**src/rtl/edge_pkg.sv**
```systemverilog
// Shared geometry defaults and FSM encoding for the edge-detection frame sequencer.
package edge_pkg;
  localparam int ROW    = 125;
  localparam int ROWS   = 250;
  localparam int PIX_W  = 8;
  localparam int ADDR_W = 15;
  localparam int LAST   = ROW * (ROWS - 2) - 1;

  typedef enum logic [2:0] {IDLE, RD0, RD1, RD2, CAP, HOLD, DONE} state_e;
endpackage

```
**src/rtl/edge_frame_sequencer.sv**
```systemverilog
// Walks a pixel ROM column by column, assembling 3-pixel vertical columns
// (rows r..r+2) and presenting each to a downstream Sobel core with a valid/ready handshake.
module edge_frame_sequencer #(
  parameter int ROW   = edge_pkg::ROW,
  parameter int ROWS  = edge_pkg::ROWS,
  parameter int PIX_W = edge_pkg::PIX_W
) (
  input  logic                        clk,
  input  logic                        reset,
  input  logic                        LOCKED,
  input  logic                        start,
  output logic [edge_pkg::ADDR_W-1:0] rom_addr,
  output logic                        rom_en,
  input  logic [PIX_W-1:0]            rom_data,
  output logic [PIX_W-1:0]            col_top,
  output logic [PIX_W-1:0]            col_mid,
  output logic [PIX_W-1:0]            col_bot,
  output logic [edge_pkg::ADDR_W-1:0] col_addr,
  output logic                        col_valid,
  input  logic                        col_ready,
  output logic                        busy,
  output logic                        done
);
  import edge_pkg::*;

  localparam int AW = edge_pkg::ADDR_W;
  localparam logic [AW-1:0] ROW_A  = AW'(ROW);
  localparam logic [AW-1:0] ROW2_A = AW'(2 * ROW);
  localparam logic [AW-1:0] LAST_A = AW'(ROW * (ROWS - 2) - 1);

  state_e           state_q;
  logic [AW-1:0]    cnt_q;
  logic [AW-1:0]    addr_q;
  logic             rd_en_q;
  logic [PIX_W-1:0] top_q;
  logic [PIX_W-1:0] mid_q;
  logic [PIX_W-1:0] bot_q;
  logic [AW-1:0]    col_addr_q;
  logic             valid_q;
  logic             done_q;

  // Losing lock must suppress the read in the very cycle it drops, so the
  // registered request is gated combinationally; the state holds and reissues it.
  assign rom_en    = rd_en_q & LOCKED;
  assign rom_addr  = rom_en ? addr_q : '0;
  assign col_top   = top_q;
  assign col_mid   = mid_q;
  assign col_bot   = bot_q;
  assign col_addr  = col_addr_q;
  assign col_valid = valid_q;
  assign done      = done_q;
  assign busy      = (state_q != IDLE);

  always_ff @(posedge clk) begin
    if (reset) begin
      state_q    <= IDLE;
      cnt_q      <= '0;
      addr_q     <= '0;
      rd_en_q    <= 1'b0;
      top_q      <= '0;
      mid_q      <= '0;
      bot_q      <= '0;
      col_addr_q <= '0;
      valid_q    <= 1'b0;
      done_q     <= 1'b0;
    end else if (LOCKED) begin
      case (state_q)
        IDLE: begin
          if (start) begin
            state_q <= RD0;
            rd_en_q <= 1'b1;
            addr_q  <= cnt_q;
          end
        end
        RD0: begin
          state_q <= RD1;
          addr_q  <= cnt_q + ROW_A;
        end
        RD1: begin
          state_q <= RD2;
          addr_q  <= cnt_q + ROW2_A;
          top_q   <= rom_data;
        end
        RD2: begin
          state_q <= CAP;
          rd_en_q <= 1'b0;
          addr_q  <= '0;
          mid_q   <= rom_data;
        end
        CAP: begin
          state_q    <= HOLD;
          bot_q      <= rom_data;
          valid_q    <= 1'b1;
          col_addr_q <= cnt_q;
        end
        HOLD: begin
          if (col_ready) begin
            valid_q <= 1'b0;
            if (cnt_q == LAST_A) begin
              cnt_q   <= '0;
              done_q  <= 1'b1;
              state_q <= DONE;
            end else begin
              cnt_q   <= cnt_q + 1'b1;
              addr_q  <= cnt_q + 1'b1;
              rd_en_q <= 1'b1;
              state_q <= RD0;
            end
          end
        end
        DONE: begin
          done_q  <= 1'b0;
          state_q <= IDLE;
        end
        default: state_q <= IDLE;
      endcase
    end
  end
endmodule

```
**config.mk**
```make
export PLATFORM = sky130hd
export DESIGN_NAME = edge_frame_sequencer
export DESIGN_NICKNAME = d
export VERILOG_FILES = /design/src/rtl/edge_pkg.sv /design/src/rtl/edge_frame_sequencer.sv
export SDC_FILE = /design/constraint.sdc
export NUM_CORES = 1
export LEC_CHECK = 0
export ABC_AREA = 1
export BUFFER_PORTS_ARGS = -buffer_cell sky130_fd_sc_hd__buf_2
export CAP_MARGIN = 40
export CORE_MARGIN = 2
export CORE_UTILIZATION = 25
export CTS_CLUSTER_SIZE = 40
export DETAILED_ROUTE_END_ITERATION = 7
export GPL_ROUTABILITY_DRIVEN = 0
export PLACE_DENSITY_LB_ADDON = 0.08
export SLEW_MARGIN = 30
export SYNTH_ARGS = -nofsm -noshare
export SYNTH_HDL_FRONTEND = slang
export SYNTH_SLANG_ARGS = --single-unit
```
**constraint.sdc**
```tcl
create_clock -name clk -period 1.6 [get_ports clk]
set_clock_uncertainty 0.1 [all_clocks]
set_input_delay 0 -clock clk [delete_from_list [all_inputs] [get_ports clk]]
set_output_delay 0 -clock clk [all_outputs]
set_load 0.02 [all_outputs]
```
Yosys cells after proc, flatten, opt, wreduce, memory -nomap -nowiden
Cells that the tools add are included.

Word-level logic and storage cells: 59. Input port bits: 13. Register bits after elaboration: 75. Output and inout port bits: 58.

Eq/ne operators: 11. $add $sub $neg: 3. Mux-type cells: 19. Reductions and logical operators: 15. Bitwise gates (word level): 1.

Operators with widths (count): 15-bit 2-to-1 mux (5); 15-bit one-hot mux with 5 select lines (1); 3-bit one-hot mux with 6 select lines (1); 15-bit by 1-bit adder with 15-bit output (second input constant) (1); 15-bit by 7-bit adder with 15-bit output (second input constant) (1); 15-bit by 8-bit adder with 15-bit output (second input constant) (1); 15-bit == test (second input constant) (1); 5-bit AND reduction (2); 3-bit == test (second input constant) (3); 3-bit 2-to-1 mux (3); 3-bit AND reduction (3); 2-bit inequality test (second input constant) (4); 3-bit by 2-bit == test with 1-bit output (second input constant) (2); 1-bit 2-to-1 mux (6); 2-bit AND reduction (3); 3-bit nonzero test (2); 5-bit nonzero test (1); 1-bit one-hot mux with 2 select lines (2); 4-bit AND reduction (1); 2-bit nonzero test (2); 3-bit by 1-bit == test with 1-bit output (second input constant) (1); 3-bit zero test (1); 1-bit one-hot mux with 3 select lines (1); 1-bit bitwise AND (1).

Depth between registers and ports, before layout
Gate-level depths: netlist (run 1).

Depth after elaboration: 4. Mapped depth: 12.

Worst setup path before layout (run 1)
OpenSTA, ideal clock, no wires.

Path kind: register to register. Start: register cnt_q[1]. End: register addr_q[2]. Library setup time: 129 ps. Arrival time: 1490 ps. Buffers on the path: 1. Data required time: 1371 ps. Stages on the path, launching flop included: 10. Period minus slack after synthesis: 1719 ps. Slack: -119 ps. Cells stage by stage: dfxtp_1 > ha_1 > nand4_1 > nor2_2 > nand3b_4 > nand3_4 > buf_6 > nand2_1 > o21ai_1 > nor2_1.

Cells in the longest elaborated chain, start to end: 4. Elaborated cells on any way between the ends: 9. Those cells by class: add/sub (3); eq/ne (2); mux (3); reduce/logical (1).

RTL lines: start: declaration (RTL line edge_frame_sequencer.sv:32) `logic [AW-1:0] cnt_q;`; start signal: assignment (RTL line edge_frame_sequencer.sv:104) `cnt_q <= cnt_q + 1'b1;`; 15-bit by 1-bit adder with 15-bit output (RTL line edge_frame_sequencer.sv:105) `addr_q <= cnt_q + 1'b1;`; 15-bit 2-to-1 mux (RTL line edge_frame_sequencer.sv:99) `if (cnt_q == LAST_A) begin`; 15-bit 2-to-1 mux (RTL line edge_frame_sequencer.sv:97) `if (col_ready) begin`; 15-bit one-hot mux with 5 select lines (RTL line edge_frame_sequencer.sv:67) `case (state_q)`; end signal: assignment (RTL line edge_frame_sequencer.sv:72) `addr_q <= cnt_q;`; end signal: assignment (RTL line edge_frame_sequencer.sv:77) `addr_q <= cnt_q + ROW_A;`; end signal: assignment (RTL line edge_frame_sequencer.sv:105); end: declaration (RTL line edge_frame_sequencer.sv:33) `logic [AW-1:0] addr_q;`.

Several ways; a longest one is shown, not always the timed one. The select of a mux whose other input is x is not followed. A chain may end at the register's enable or synchronous reset.

Worst setup path in the final report (run 1)
Start: register cnt_q[1]. End: register cnt_q[0].

Cells in the longest elaborated chain, start to end: 2.

RTL lines (RTL line): 15-bit == test (edge_frame_sequencer.sv:99); 15-bit 2-to-1 mux (edge_frame_sequencer.sv:99).

Every way passes these cells.

==> results of run 1 <==
## cell usage in the layout (no fill, tap or decap), drive strengths merged
cell type    instances
a211oi               2
a21oi               74
a22oi                2
buf                219
clkbuf              12
clkinv               3
clkinvlp             5
dfxtp               75
dlygate4sd3          9
ha                   3
inv                 60
nand2              173
nand3               83
nand3b               1
nand4               15
nor2                86
nor3                 3
o2111ai              1
o21a                 2
o21ai               24
o21bai               2
o221ai               2
o22a                 1
o22ai                1
o311ai               1
xor2                 7
## worst max-delay path, cell delays in order, from the launching register on
cell	delay, ns
sky130_fd_sc_hd__dfxtp_4	0.38
sky130_fd_sc_hd__ha_4	0.15
sky130_fd_sc_hd__nand4_1	0.19
sky130_fd_sc_hd__buf_4	0.22
sky130_fd_sc_hd__nor3_4	0.16
sky130_fd_sc_hd__buf_6	0.14
sky130_fd_sc_hd__nor2_4	0.04
sky130_fd_sc_hd__buf_12	0.14
sky130_fd_sc_hd__nor2_4	0.10
sky130_fd_sc_hd__a211oi_2	0.04
## area by class of cell
cell class | count | area share [%]
Tap cell | 220 | 4.01
Inverter | 61 | 3.58
Sequential cell | 75 | 22.5
Clock inverter | 6 | 0.675
Timing Repair inverter | 1 | 0.109
Clock buffer | 10 | 3.48
Multi-Input combinational cell | 483 | 39.6
Timing Repair Buffer | 230 | 26.1
## stage by stage
stage	power (mW)	util, %
after floorplan	2.23	-
after detailed placement	2.43	34.3
final	4.45	41.2
after CTS	4.49	38.3
after global routing	4.66	41.2
after global placement	2.43	34.3
## power breakdown
part / leakage, nW / internal [mW] / switching (mW)
Clock: 0.136 / 1.11 / 0.866
Sequential: 0.617 / 1.89 / 0.0170
Combinational: 2.33 / 0.242 / 0.328
Total: 3.08 / 3.24 / 1.21
## final timing paths
kind / start / end / cells past startpoint
max: cnt_q[1]$_SDFFE_PP0P_ / cnt_q[0]$_SDFFE_PP0P_ / 9
min: reset / state_q[1]$_SDFFE_PP0P_ / 3
max reg2reg: cnt_q[1]$_SDFFE_PP0P_ / cnt_q[0]$_SDFFE_PP0P_ / 9
min reg2reg: col_addr[4]$_SDFFE_PP0P_ / col_addr[4]$_SDFFE_PP0P_ / 2
## cells by family (layout without fill, tap and decap cells)
kind of cell / count (synthesis) / count (layout) / share of synthesized area, %
AO/OA/AOI/OAI: 112 / 112 / 14.7
flip-flops: 75 / 75 / 35.3
AND/OR/NAND/NOR: 361 / 361 / 37.8
buffers and inverters: 99 / 308 / 9.91
adder cells (fa/ha/maj): 3 / 3 / 0.882
XOR/XNOR: 7 / 7 / 1.44
## metal layers
metal,routed length [um],part of all wire [%],vias up
li1,-,-,2546
met1,7020,44,2369
met2,8100,50,106
met3,574,3.6,22
met4,387,2.4,0
met5,0,0,-
## state kept, by name, summed over array words and instances (netlist names), 3 cells and up
register / count
col_mid: 8
cnt_q: 15
state_q: 3
addr_q: 15
col_bot: 8
col_addr: 15
col_top: 8
## cells in the mapped netlist (3+ instances only)
| library cell | number | area [um^2] |
|---|---|---|
| sky130_fd_sc_hd__nand4_1 | 15 | 93.8 |
| sky130_fd_sc_hd__buf_2 | 16 | 80.1 |
| sky130_fd_sc_hd__o21ai_0 | 21 | 105 |
| sky130_fd_sc_hd__nor2_2 | 5 | 31.3 |
| sky130_fd_sc_hd__nand2_1 | 170 | 638 |
| sky130_fd_sc_hd__buf_6 | 3 | 33.8 |
| sky130_fd_sc_hd__inv_1 | 53 | 199 |
| sky130_fd_sc_hd__inv_2 | 5 | 18.8 |
| sky130_fd_sc_hd__dfxtp_1 | 75 | 1500 |
| sky130_fd_sc_hd__nor2_1 | 78 | 293 |
| sky130_fd_sc_hd__clkbuf_1 | 17 | 63.8 |
| sky130_fd_sc_hd__ha_1 | 3 | 37.5 |
| sky130_fd_sc_hd__a21oi_1 | 73 | 365 |
| sky130_fd_sc_hd__nand3_1 | 81 | 405 |
| sky130_fd_sc_hd__xor2_1 | 7 | 61.3 |
| sky130_fd_sc_hd__clkinv_1 | 3 | 11.3 |
## repair_timing
| action | CTS | global route |
|---|---|---|
| pin swaps | 28 | 37 |
| hold buffers | 9 | 0 |
| setup endpoints to repair | 73 | 86 |
| setup buffers | 9 | 15 |
| gates cloned | 1 | 3 |
| endpoints found under the hold margin | 25 | 0 |
| resized for setup | 65 | 98 |
==> results, run 1 <==
- The number of nets with antenna violations after detailed routing is 0.
- Setup repair after global routing could not meet its margin everywhere.
- The via count of the first global-routing pass is 4,947.
- Fill cells in the final layout number 1,763.
- The core box area is 16,600 um^2.
- The total instance count after detailed placement is 1,035.
- The largest driver fanout on the critical path is 7.
- The clock passes through at most 2 buffers.
- The slew at the pin closest to its max-slew limit is 0.505 ns.
- Based on the critical path, the design can be clocked at up to 559 MHz.
- The count of TritonRoute iterations in the first routing pass is 4.
- Clock-pin slew was measured on the worst setup and hold paths at 0.06 ns.
- Counting flops with an async set or reset pin after synthesis yields a share of 0%.
- The sum of net half-perimeters after detailed placement is 11,700 um.
- Synthesis produced a netlist with a net count of 673.
- After the first detailed-routing iteration, the DRC count stood at 299.
- Registers take 1540 um^2.
- The final layout contains 877 nets.
- The max-slew violation count is 0.
- The worst hold margin is 0.0380 ns.
- The clock tree root buffer cell is sky130_fd_sc_hd__clkbuf_16.
- The critical path required time is 1.72 ns.
- The hold violation count in the final report is 0.
- The total number of clock tree sinks is 75.
- The cell area after layout is 6860 um^2.
- In this run, synthesis inferred 0 flip-flops with an integrated enable.
- The class of the most critical setup path is reg2reg.
- 0 antenna diodes ended up in the layout.
- The clock insertion delay at the later pin of the skew report is 0.34 ns.
- The first global-routing pass estimated 25,600 um of wire.
- The effective utilization at floorplan is 25.6%.
- The number of distinct library cells after synthesis is 37.
- The initial antenna violation count was 0.
- The area growth from synthesis to layout is 61.1%.
- The overall routed net length is 16,100 um.
- The synthesized instance count is 657.
- The final number of setup-violating endpoints is 30.
- After detailed routing, the average wire length per cell comes to 14.8 um.
- Global routing used 21.9% of the available met1 tracks.
- The number of ports placed on the die boundary is 71.
- Of the cells placed in the final design, the portion with a size suffix greater than 1 is 42.0%.
- The average cell area after synthesis is 6.48 um^2.
- The total overflow reported by the global router is 0.
- For flop-to-flop paths, the worst setup slack is -0.19 ns.
- The final worst setup slack is -0.190 ns.
- The flow ran to the end, but the final reports show violations.
- The share of synthesized area occupied by flip-flops and latches is 35.3%.
- The CTS tree is yes.
- Summing all placed instances gives a cell area of 5710 um^2.
- During synthesis, Yosys emitted a total of 0 warnings.
- Summed over all cells, the static leakage comes to 3.08 nW.
- The die is 134 um tall.
- After routing, the total negative slack on setup checks comes to -3.29 ns.
- In the final layout, the multi-input gates occupy 2720 um^2.
- STA classifies the critical path startpoint as a flip-flop.
- The via count of the routed design is 5,043.
- Global routing consumed, over all layers together, 17.8% of the routing resources.
- The tool flagged a number of max-cap violations equal to 0.
- In the global route stage, met2 resource usage came out at 30.7%.
- The minimum clock period after layout is 1.79 ns.
- The die is 134 um wide.
- The met3 global-route usage is 3.12%.
- STA classifies the critical path endpoint as a flip-flop.
- At the worst endpoint, the arrival time is 1.91 ns.
- The ratio of routed vias to standard cells is 4.64.
- The finished layout holds 1,086 standard cells, fillers aside.
- CTS built an H-tree with a depth of 3.
- The peak-usage layer in the global routing report is met2.
- The checks that failed: negative setup slack.
- The maximum number of pins on one net before global-route repair is 62.
- The path class of the tightest hold or removal check is in2reg.
- Across the VDD grid, the largest voltage drop is 0.000492 V.
- The number of remaining DRC errors is 0.
- Summing every instance area after synthesis gives 4260 um^2.
- The full die area is 18,100 um^2.
- The site row count is 47.
- The worst relative slew slack is 66.3%.
- Buffers inserted during clock tree synthesis total 9.
- The leading register cell type out of synthesis is sky130_fd_sc_hd__dfxtp_1.
- Timing analysis after detailed placement gives a worst setup slack of -0.202 ns.
- The number of port buffers is 70.
- The final clock period utilization by the worst path is 112%.
- The power density over cell area is 649 nW/um^2.
- In this run, synthesis produced a sequential element count of 75.
No activity file was read; power rests on OpenSTA's default activity.
==> inputs of run 2 (changes only) <==
- PLACE_DENSITY: default -> 0.48
- PLACE_DENSITY_LB_ADDON: 0.08 -> default
==> results, run 2 (synthesis gave the netlist of run 1 again) <==
- The cell area after layout was 6650 um^2 (-3.1%).
- The class of the most critical setup path is reg2reg.
- The max-slew violation count came to 0 (unchanged).
- The site row count is 47 (unchanged).
- The worst vdd rail ir drop is 0.000539 V (+9.6%).
- The leakage power of the design is 3.00 nW (-2.6%).
- The count of TritonRoute iterations in the first routing pass came to 4 (unchanged).
- The CTS tree is yes.
- Clock tree synthesis selected as its root buffer the cell sky130_fd_sc_hd__clkbuf_16.
- The share of power burned in registers came to 43.4% (+0.5 points).
- The number of port buffers came to 70 (unchanged).
- The total number of clock tree sinks was 75 (unchanged).
- The slew at the pin closest to its max-slew limit is 0.605 ns (+0.100 ns).
- The die span in y is 134 um (unchanged).
- The full die area was 18,100 um^2 (unchanged).
- The min-delay analysis places its worst path in the category in2reg.
- The number of nets with antenna violations after detailed routing came to 0 (unchanged).
- The synthesis-to-layout area growth is 56.1%.
- The max-capacitance violation count is 0 (unchanged).
- The switching share of total power is 26.9% (-0.32 points).
- The net total in the final layout is 870 (-0.80%).
- The placed instance area is 5710 um^2 (unchanged).
- The overall routed net length came to 15,600 um (-3.0%).
- The number of inserted filler cells in the final layout is 1,761 (-0.11%).
- The final number of setup-violating endpoints is 25 (-17%).
- The core box area is 16,600 um^2 (unchanged).
- The clock insertion delay at the later pin of the skew report was 0.35 ns (about the same).
- The relative contribution of the clock network to total power is 44.3% (about the same).
- The antenna diode count was 0 (unchanged).
- The hold violation count in the final report is 0 (unchanged).
- The critical path required time is 1.74 ns (+0.02 ns).
- Setup repair after global routing could not meet its margin everywhere.
- The worst relative slew slack is 59.6% (-6.6 points).
- The flow ran to the end, but the final reports show violations.
- The average routed wire per standard cell is 14.5 um (-2.3%).
- The largest driver fanout on the critical path is 9 (+2).
- The arrival time reported for the critical path endpoint is 1.82 ns (-0.09 ns).
- The CTS clock-pin slew for the worst setup and hold paths is 0.06 ns (about the same).
- The commonest non-fill, non-tap cell in the layout is sky130_fd_sc_hd__nand2_1.
- The via count of the first global-routing pass is 4,870 (-1.6%).
- The depth of the worst hold-timing path is 4 (+1).
- The iteration-0 DRC count of the detailed router was 258 (-14%).
- The total overflow reported by the global router came to 0 (unchanged).
- The power density over cell area is 662 nW/um^2 (+2.1%).
- The number of CTS-inserted buffers is 9 (unchanged).
- The highest achievable clock rate is 595 MHz (+6.4%).
- The kind of capture point of the worst setup path is a flip-flop.
- The global-route wire length before repair is 25,200 um (-1.3%).
- The combinational share of power is 12.3% (-0.5 points).
- The aggregate global-route resource usage is 17.7% (-0.10 points).
- The net switching power of the design is 1.18 mW (-2.2%).
- The total instance count after detailed placement was 1,035 (unchanged).
- The number of non-filler instances in the completed layout is 1,079 (-0.64%).
- The sum of net half-perimeters after detailed placement is 11,300 um (-3.5%).
- The ratio of routed vias to standard cells is 4.57 (-1.6%).
- Leaving out fill and tap cells, the most frequent cells in the layout are 149 x sky130_fd_sc_hd__nand2_1, 123 x sky130_fd_sc_hd__buf_4, 75 x sky130_fd_sc_hd__nand3_1.
- The maximum single-stage delay on the critical path is 0.37 ns (about the same).
- The worst setup path is launched from a flip-flop.
- The depth of the worst register-to-register path is 10 (+1).
- The cell type with the highest occurrence count on the critical path is sky130_fd_sc_hd__nand2_1.
- The final clock period utilization by the worst path is 105% (-6.7 points).
- The post-layout utilization of the core is 39.9% (-1.3 points).
- The level count of the clock H-tree is 3 (unchanged).
- The signal on the critical path passes through ha_4 > nor2_2 > nand3_1 > buf_4 > nand2_1 > nand2_1 > nand2_1 > nand3_1 > o21bai_4 > a21oi_1.
- The cell with the largest stage delay on the worst path is sky130_fd_sc_hd__dfxtp_4.
- The maximum number of pins on one net before global-route repair is 50 (-19%).
- The number of ports placed on the die boundary is 71 (unchanged).
- The setup slack after placement came to -0.189 ns (+0.0122 ns).
- The internal power contribution is 3.22 mW (-0.58%).
- The die width is 134 um (unchanged).
- The initial antenna violation count is 0 (unchanged).
- The effective utilization at floorplan is 25.6% (unchanged).
- The minimum clock period after layout was 1.68 ns (-0.108 ns).
- The number of remaining DRC errors was 0 (unchanged).
- The final reports fail on negative setup slack.
- The worst-case clock buffer depth is 2 (unchanged).
- The via count of the routed design came to 4,929 (-2.3%).
- The share of layout cells above drive strength 1 came to 39.1% (-2.9 points).
- The final worst setup slack is -0.0817 ns (+0.108 ns).
## run 2: cell count changes in the layout (fill, tap and decap cells not counted), sizes merged
cell	delta
buf	-7
clkinvlp	-3
clkbuf	+1
clkinv	+1
dlygate4sd3	+1
## run 2: power by group through the flow
stage,Sequential (mW),Combinational (mW),Clock [mW]
floorplan,1.96,0.271,0
CTS,1.91,0.509,2.01
global route,1.91,0.597,2.08
finish,1.91,0.541,1.95
detailed placement,1.96,0.465,0
global placement,1.96,0.466,0
## run 2: critical path, delay by kind of cell, from the launching register on
| kind | cells | cell delay, ns |
|---|---|---|
| compound gates | 2 | 0.24 |
| buf+inv | 1 | 0.18 |
| fa+ha+maj | 1 | 0.18 |
| simple gates | 6 | 0.49 |
| flops | 1 | 0.37 |
## run 2: layout make-up
class                   instances  area, um^2  area share [%]
flip-flops and latches         75        1530            23.1
well taps                     220         275            4.14
inverters                      61         243            3.65
multi-input cells             483        2610            39.3
repair buffers                224        1710            25.7
clock buffers                  11         243            3.65
clock inverters                 5        35.0           0.527
## run 2: path summary, 6_finish.rpt
| path | startpoint | end | slack, ns |
|---|---|---|---|
| setup / recovery | cnt_q[1]$_SDFFE_PP0P_ | addr_q[8]$_SDFFE_PP0P_ | -0.08 |
| hold / removal | LOCKED | col_addr[14]$_SDFFE_PP0P_ | 0.05 |
| setup reg to reg | cnt_q[1]$_SDFFE_PP0P_ | addr_q[8]$_SDFFE_PP0P_ | -0.08 |
| hold reg to reg | col_addr[7]$_SDFFE_PP0P_ | col_addr[7]$_SDFFE_PP0P_ | 0.36 |
## run 2: stage by stage
stage / setup TNS, ns / power, mW / hold WS [ns]
floorplan: 0 / 2.23 / 0.0349
global placement: -3.01 / 2.42 / 0.169
detailed placement: -3.69 / 2.42 / 0.176
CTS: -0.932 / 4.43 / 0.0333
global route: -4.88 / 4.59 / 0.0616
finish: -1.06 / 4.40 / 0.0486
## run 2: layer usage
metal,global-route usage [%],share of wire (%),vias up
met1,22.2,46,2270
met5,0,0,-
met4,6.32,1.7,0
li1,-,-,2536
met3,3.72,4.0,19
met2,30.0,48,104
## run 2: what timing repair did
action | CTS | global route
hold buffers | 10 | 0
endpoints found under the setup margin | 72 | 82
hold endpoints to repair | 37 | 0
gates cloned | 1 | 2
buffers inserted | 10 | 7
pin swaps | 30 | 24
resized for setup | 63 | 61
